--- src/rtl/uart_rx.sv ---
// ---------------------------------------------------------------------------
// uart_rx
// Serial-to-parallel UART receiver. Recovers frames of
// start(0), 8 data bits LSB first, optional parity, stop(1)
// from a line oversampled PRESCALE times per bit. Each bit is a 3-sample
// majority vote around the bit centre. Good bytes are presented on P_DATA
// with a one-cycle DATA_VALID strobe; parity and stop errors pulse
// PAR_ERR / STP_ERR instead.
//
// Ports
//   clk        : clock, rising edge
//   reset      : asynchronous reset, active high
//   RX_IN      : serial line, idles high, asynchronous to clk
//   PAR_EN     : 1 = frame carries a parity bit (latched at frame start)
//   PAR_TYP    : 0 = even, 1 = odd parity (latched at frame start)
//   P_DATA     : last good received byte
//   DATA_VALID : one-cycle pulse when P_DATA is updated
//   PAR_ERR    : one-cycle pulse, parity mismatch
//   STP_ERR    : one-cycle pulse, stop bit sampled 0
//   Busy       : high while a frame is being received
// ---------------------------------------------------------------------------
module uart_rx #(
    parameter int PRESCALE = 8          // clocks per bit, even, >= 4
) (
    input  logic       clk,
    input  logic       reset,
    input  logic       RX_IN,
    input  logic       PAR_EN,
    input  logic       PAR_TYP,
    output logic [7:0] P_DATA,
    output logic       DATA_VALID,
    output logic       PAR_ERR,
    output logic       STP_ERR,
    output logic       Busy
);

    localparam int CW = $clog2(PRESCALE);
    localparam int H  = PRESCALE / 2;

    localparam logic [CW-1:0] C_SMP0 = CW'(H - 1);        // first vote sample
    localparam logic [CW-1:0] C_SMP1 = CW'(H);            // second vote sample
    localparam logic [CW-1:0] C_DEC  = CW'(H + 1);        // third sample + decision
    localparam logic [CW-1:0] C_LAST = CW'(PRESCALE - 1); // last clock of a bit

    typedef enum logic [2:0] {
        ST_IDLE,
        ST_START,
        ST_DATA,
        ST_PARITY,
        ST_STOP
    } state_t;

    state_t          r_state;
    logic            r_sync1;
    logic            r_rx_s;
    logic            r_rx_d;
    logic [CW-1:0]   r_edge_cnt;
    logic [2:0]      r_bit_cnt;
    logic            r_smp0;
    logic            r_smp1;
    logic [7:0]      r_shift;
    logic            r_par_en;
    logic            r_par_typ;
    logic            r_par_bad;
    logic [7:0]      r_p_data;
    logic            r_data_valid;
    logic            r_par_err;
    logic            r_stp_err;

    logic            w_fall;
    logic            w_vote;
    logic            w_dec;
    logic            w_last;

    // Two-flop synchronizer plus a delayed copy for falling-edge detection.
    // All three reset to the idle line level so reset itself never looks
    // like an edge, while a line that is low at release still does.
    always_ff @(posedge clk or posedge reset) begin
        if (reset) begin
            r_sync1 <= 1'b1;
            r_rx_s  <= 1'b1;
            r_rx_d  <= 1'b1;
        end else begin
            // NOTE: non-blocking assignments make every flop sample the
            // pre-edge value, which is what turns this into a real shift chain.
            r_sync1 <= RX_IN;
            r_rx_s  <= r_sync1;
            r_rx_d  <= r_rx_s;
        end
    end

    assign w_fall = r_rx_d & ~r_rx_s;
    assign w_dec  = (r_edge_cnt == C_DEC);
    assign w_last = (r_edge_cnt == C_LAST);
    // Majority of the two stored samples and the live third sample.
    assign w_vote = (r_smp0 & r_smp1) | (r_smp0 & r_rx_s) | (r_smp1 & r_rx_s);

    always_ff @(posedge clk or posedge reset) begin
        if (reset) begin
            r_state      <= ST_IDLE;
            r_edge_cnt   <= '0;
            r_bit_cnt    <= '0;
            r_smp0       <= 1'b1;
            r_smp1       <= 1'b1;
            r_shift      <= '0;
            r_par_en     <= 1'b0;
            r_par_typ    <= 1'b0;
            r_par_bad    <= 1'b0;
            r_p_data     <= '0;
            r_data_valid <= 1'b0;
            r_par_err    <= 1'b0;
            r_stp_err    <= 1'b0;
        end else begin
            // NOTE: result strobes default low every cycle so each one is a
            // single-cycle pulse without per-state clearing.
            r_data_valid <= 1'b0;
            r_par_err    <= 1'b0;
            r_stp_err    <= 1'b0;

            if (r_state != ST_IDLE) begin
                r_edge_cnt <= w_last ? '0 : r_edge_cnt + 1'b1;
                if (r_edge_cnt == C_SMP0) r_smp0 <= r_rx_s;
                if (r_edge_cnt == C_SMP1) r_smp1 <= r_rx_s;
            end

            case (r_state)
                ST_IDLE: begin
                    if (w_fall) begin
                        // The edge cycle itself is clock 0 of the start bit.
                        r_state    <= ST_START;
                        r_edge_cnt <= CW'(1);
                        r_bit_cnt  <= '0;
                        r_par_en   <= PAR_EN;
                        r_par_typ  <= PAR_TYP;
                        r_par_bad  <= 1'b0;
                    end
                end
                ST_START: begin
                    if (w_dec && w_vote) begin
                        // Start bit did not hold low: treat as a glitch.
                        r_state    <= ST_IDLE;
                        r_edge_cnt <= '0;
                    end else if (w_last) begin
                        r_state <= ST_DATA;
                    end
                end
                ST_DATA: begin
                    if (w_dec) r_shift <= {w_vote, r_shift[7:1]};
                    if (w_last) begin
                        if (r_bit_cnt == 3'd7)
                            r_state <= r_par_en ? ST_PARITY : ST_STOP;
                        else
                            r_bit_cnt <= r_bit_cnt + 3'd1;
                    end
                end
                ST_PARITY: begin
                    if (w_dec) r_par_bad <= (w_vote != (^r_shift ^ r_par_typ));
                    if (w_last) r_state <= ST_STOP;
                end
                ST_STOP: begin
                    // Leave at the decision point so a following start bit
                    // right after a one-period stop is not missed.
                    if (w_dec) begin
                        r_state    <= ST_IDLE;
                        r_edge_cnt <= '0;
                        r_par_err  <= r_par_bad;
                        r_stp_err  <= ~w_vote;
                        if (!r_par_bad && w_vote) begin
                            r_p_data     <= r_shift;
                            r_data_valid <= 1'b1;
                        end
                    end
                end
                default: r_state <= ST_IDLE;
            endcase
        end
    end

    assign P_DATA     = r_p_data;
    assign DATA_VALID = r_data_valid;
    assign PAR_ERR    = r_par_err;
    assign STP_ERR    = r_stp_err;
    // Busy covers the detection cycle too, since that cycle already counts
    // as the first clock of the start bit.
    assign Busy       = (r_state != ST_IDLE) | w_fall;

endmodule
--- config.mk ---
export PLATFORM = sky130hd
export DESIGN_NAME = uart_rx
export DESIGN_NICKNAME = d
export VERILOG_FILES = /design/src/rtl/uart_rx.sv
export SDC_FILE = /design/constraint.sdc
export NUM_CORES = 1
export LEC_CHECK = 0
export ABC_CLOCK_PERIOD_IN_PS = 1600
export BUFFER_PORTS_ARGS = -buffer_cell sky130_fd_sc_hd__buf_2
export CAP_MARGIN = 20
export CORE_ASPECT_RATIO = 1.75
export CORE_UTILIZATION = 40
export CTS_BUF_LIST = sky130_fd_sc_hd__clkbuf_8
export DETAILED_ROUTE_END_ITERATION = 7
export MAX_ROUTING_LAYER = met4
export SYNTH_ARGS = -nofsm -noshare
export SYNTH_HDL_FRONTEND = slang
export SYNTH_SLANG_ARGS = --single-unit
--- constraint.sdc ---
create_clock -name clk -period 1.6 [get_ports clk]
set_input_delay 0.48 -clock clk [delete_from_list [all_inputs] [get_ports clk]]
set_output_delay 0.48 -clock clk [all_outputs]
set_load 0.01 [all_outputs]
Yosys cells after proc, flatten, opt, wreduce, memory -nomap -nowiden
Cells that the tools add are included.

storage, ports and cells
  register bits = 36
  input bits = 5
  output and inout port bits = 12
  logic and storage cells = 91

cells by class
  $add $sub $neg = 2
  eq/ne operators = 18
  multiplexer cells = 29
  bitwise logic cells = 10
  reductions and logical operators = 16

operator list
  cell                                           count
  two-way mux 3 bit                              16
  == test 3 bit, second input constant           5
  case mux 3 bit (5 select lines)                1
  != test 2 bit, second input constant           7
  == test 3 x 2 -> 1 bit, second input constant  3
  two-way mux 1 bit                              9
  case mux 3 bit (3 select lines)                1
  AND reduction 2 bit                            4
  parity 8 bit                                   1
  adder 3 x 1 -> 3 bit, second input constant    2
  case mux 3 bit (2 select lines)                1
  AND reduction 3 bit                            2
  AND reduction 6 bit                            1
  bitwise AND 1 bit                              4
  AND reduction 4 bit                            1
  nonzero test 2 bit                             2
  == test 3 x 1 -> 1 bit, second input constant  1
  zero test 3 bit                                1
  != test 3 bit, second input constant           1
  OR 1 bit                                       3
  nonzero test 3 bit                             1
  logical AND 1 bit                              2
  inverter 1 bit                                 2
  case mux 1 bit (2 select lines)                1
  3 further kinds                                3

Logic depth before layout (Yosys ltp)
  depth in word-level cells = 7
  gate-level depth with buffers = 6
  mapped depth without buffers = 6

Worst setup path before layout
No wires, ideal clock.

  kind = register to register
  start = register r_bit_cnt[0]
  end = register r_bit_cnt[0]
  setup time = 0.125 ns
  data arrival time = 1.581 ns
  data required time = 1.475 ns
  path slack = -0.106 ns
  stages on the path, launching flop included = 7
  path buffers = 0
  clock period less this slack = 1.706 ns
  cells stage by stage = dfrtp_1 -> ha_1 -> ha_1 -> inv_1 -> a31oi_1 -> nor3_1 -> mux2_2

on the way
  longest elaborated chain between the ends = 4
  elaborated cells on any way between the ends = 7
  those cells by class = add/sub: 1; eq/ne: 2; mux: 3; reduce/logical: 1

RTL lines
  what                             RTL line  RTL
  start: declaration               58        logic [2:0] r_bit_cnt;
  start signal: assignment         153       r_bit_cnt <= r_bit_cnt + 3'd1;
  adder 3 x 1 -> 3 bit             153
  two-way mux 3 bit                150       if (r_bit_cnt == 3'd7)
  two-way mux 3 bit                149       if (w_last) begin
  case mux 3 bit (2 select lines)  126       case (r_state)

Parallel ways exist; a longest one is shown, timed or not. The select of a mux whose other input is x is not followed.
A chain may end at the register's enable or synchronous reset.

Worst setup path after layout
  start = register r_state[0]
  end = output port Busy

on the way
  longest elaborated chain between the ends = 2

RTL lines
  what                      RTL line  RTL
  start: declaration        53        state_t r_state;
  start signal: assignment  151       r_state <= r_par_en ? ST_PARITY : ST_STOP;
  nonzero test 3 bit        185       assign Busy = (r_state != ST_IDLE) | w_fall;
  OR 1 bit                  185
  end: declaration          34        output logic Busy

No other way between the ends.

==> summary.md <==
| Metric | Value |
|---|---|
| Number of synthesized flops with an enable pin | `0` |
| Placeable Area | `around 4200 µm²` |
| Starting Density | `41.69%` |
| Hold Violations, Final | `0` |
| Footprint of the multi-input gates | `890.9 µm²` |
| Top-count cell post-synth | `dfrtp_1` |
| Kind of critical path | `reg2out` |
| Slowest-stage cell, CP | `dfrtp_2` |
| Unrepaired setup endpoints after global routing | `yes` |
| Data required, critical path | `around 1.1 ns` |
| Largest net degree at the start of global routing | `27` |
| # DRC | `0` |
| Crit-path max FO | `2` |
| Pins Over Slew Limit | `0` |
| Cell chosen for the clock root | `clkbuf_8` |
| Share of the synthesized area in the top cell type | `44.83%` |
| Power Density | `1542 nW/µm²` |
| Full die area | `4604 µm²` |
| Arrival @ worst endpoint | `1.33 ns` |
| FF+latch count, synth | `36` |
| Highest Clock Rate | `552.5 MHz` |
| Dpl cells | `228` |
| Status | `complete, but fails checks` |
| Routed WL | `approximately 4000 µm` |
| Skew-Pair Late Insertion Delay | `about 0.28 ns` |
| Max-cap violations | `0` |
| Worst setup EP type | `primary output` |
| Dpl hpwl | `~2700 µm` |
| Worst min-delay path class | `in2async` |
| Die width | `51.72 µm` |
| CP Launch Type | `flop` |
| Initial drt markers | `19` |
| Vias/cell | `5.287` |
| Share of layout cells above drive strength 1 | `53.47%` |
| Num CTS Buffers | `5` |
| Die H | `slightly below 90 µm` |
| Netlist cell types | `36` |
| Tmin final | `1.810 ns` |
| Worst VDD drop | `approximately 1100 µV` |
| Mapped Area | `about 1700 µm²` |
| Top cells by area, synth | `dfrtp_1 (45%), mux2_2 (12%), dfstp_2 (7.6%)` |
| Clk sink count | `36` |
| Mapped Nets | `~150` |
| RePlAce Congestion | `around 0.79` |
| Crit-path max cell delay | `0.43 ns` |
| Detail Route Antenna Nets | `0` |
| Nets | `between 200 and 250` |
| PnR Total Power | `3.708 mW` |
| Final Worst Setup Slack | `-0.2100 ns` |
| Mean Syn Cell Area | `12.19 µm²` |
| Crit path cell chain | `or3_4, nor2_2, inv_1, buf_2` |
| CTS hold repair buffers | `0` |
| DRT Pass-1 Iters | `4` |
| Setup TNS | `-1.112 ns` |
| Diode count | `0` |
| Number of port buffers | `16` |
| Post-synthesis sequential area ratio | `52.42%` |
| Most instantiated cells after synthesis | `dfrtp_1 (31), mux2_2 (19), inv_1 (13), ha_1 (7), nand2_1 (7)` |
| Layout Skew | `0.003405 ns` |
| First-pass GRT wire length | `6617 µm` |
| Mapped Cells | `142` |
| Clock slew at reported path FFs | `approximately 0.070 ns` |
| CTS tree | `built` |
| IO Pins | `17` |
| Setup violators final | `13` |
| Overall Global Routing Usage | `20.11%` |
| Bufs on Longest Clock Path | `2` |
| Routed wire per std cell | `around 16 µm` |
| Slew HR | `68.45%` |
| Worst slew pin tran | `0.4727 ns` |
| Leakage power | `around 1.2 nW` |
| Ys async rst share | `100.0%` |
| Layout Area Growth over Synthesis | `38.97%` |
| Initial antenna violation count | `0` |
| H-tree depth | `2` |
| Via count | `1327` |
| Register area | `909.6 µm²` |
| Synth Flop Type | `dfrtp_1` |
| Fin crit share | `113.1%` |
| Fillers | `between 300 and 400` |
| Failing checks | `setup timing` |
| Non-filler instance count after layout | `251` |
| Vias in the first global route | `approximately 1400` |
| Dominant cell type by area after synthesis | `dfrtp_1` |
| Rows | `31` |
| GRT overflow | `0` |
| Ys Warns | `0` |
[final cells by class]
cell class	count	share of cell area [%]
flip-flops and latches	36	37.83
multi-input cells	91	37.04
repair buffers	54	16.86
clock buffers	5	2.862
well taps	49	2.549
inverters	13	2.029
clock inverters	3	0.8325
[cell families (layout without fill, tap and decap cells)]
kind of cell    after synthesis  after routing  synth area share [%]
compound gates               20             20                 7.086
mux                          24             24                 15.40
fa+ha+maj                     8              8                 5.640
simple gates                 30             31                 11.06
xor+xnor                      8              8                 4.845
flops                        36             36                 52.42
buf+inv                      16             75                 3.543
[flip-flops by register name (all words and copies together), names as in the netlist]
register / cells
P_DATA: 8
r_shift: 8
r_bit_cnt: 3
r_edge_cnt: 3
r_state: 3
DATA_VALID: 1
PAR_ERR: 1
STP_ERR: 1
r_par_bad: 1
r_par_en: 1
r_par_typ: 1
r_rx_d: 1
r_rx_s: 1
r_smp0: 1
r_smp1: 1
r_sync1: 1
[worst max-delay path: cells and delay by family (launching register included)]
kind | cells | cell delay, ns
flip-flops | 1 | 0.43
AND/OR/NAND/NOR | 2 | 0.42
buffers and inverters | 2 | 0.18
[worst paths after layout]
kind	from	endpoint	slack, ns	cells after the start
setup / recovery	r_state[0]$_DFFE_PP0P_	Busy	-0.21	4
hold / removal	reset	P_DATA[1]$_DFFE_PP0P_	0.20	2
setup reg to reg	r_state[0]$_DFFE_PP0P_	P_DATA[0]$_DFFE_PP0P_	-0.13	5
hold reg to reg	r_sync1$_DFF_PP1_	r_rx_s$_DFF_PP1_	0.36	0
max in group asynchronous	reset	r_state[0]$_DFFE_PP0P_	0.89	3
min in group clk	RX_IN	r_sync1$_DFF_PP1_	0.29	1
[cell usage in the layout, fill, tap and decap left out, types with 2 or more instances in the layout]
cell type  instances
nand3b_4           2
buf_6              4
nor3b_1            2
nor2_1             5
ha_1               5
buf_4             32
nand2_1            5
a21oi_1            4
clkbuf_8           5
o21ai_0            4
mux2i_1            3
a31oi_1            2
nand3_1            2
mux2_4            10
dfstp_2            5
mux2_2            11
inv_1             13
buf_2             16
nor3_2             2
dfrtp_1           29
dfrtp_2            2
xnor2_1            6
o22ai_1            2
buf_12             2
[metal layers]
| layer | routed length, µm | share of wire [%] | vias up | GRT usage [%] |
|---|---|---|---|---|
| met5 | 0 | 0 | - | - |
| met4 | 136 | 3.4 | 0 | 7.125 |
| met3 | 86 | 2.2 | 12 | 3.401 |
| met2 | 2256 | 57 | 24 | 36.95 |
| met1 | 1506 | 38 | 681 | 21.02 |
| li1 | - | - | 610 | - |
[metrics by stage]
stage / utilization, % / setup WS (ns) / hold WS (ns) / area [µm²]
2_1_floorplan: - / 0.01297 / 0.3452 / 1738
3_3_place_gp: 49.62 / -0.05272 / 0.3458 / 2059
3_5_place_dp: 49.62 / -0.1207 / 0.3500 / 2059
4_1_cts: 56.01 / -0.2424 / 0.2030 / 2325
5_1_grt: 57.94 / -0.2505 / 0.2441 / 2405
6_report: 57.94 / -0.2100 / 0.1990 / 2405
[report_power, final]
group | switching (mW) | internal, mW | leakage [nW]
Combinational | 0.870 | 1.02 | 0.717
Clock | 0.325 | 0.303 | 0.0455
Sequential | 0.113 | 1.08 | 0.472
Total | 1.31 | 2.40 | 1.23
[what timing repair did]
item	in CTS	in global routing
setup endpoints to repair	15	28
gates resized for setup	22	11
pin swaps	4	6
gates cloned	1	0
setup buffers	8	6
(Power assumes the default switching activity.)
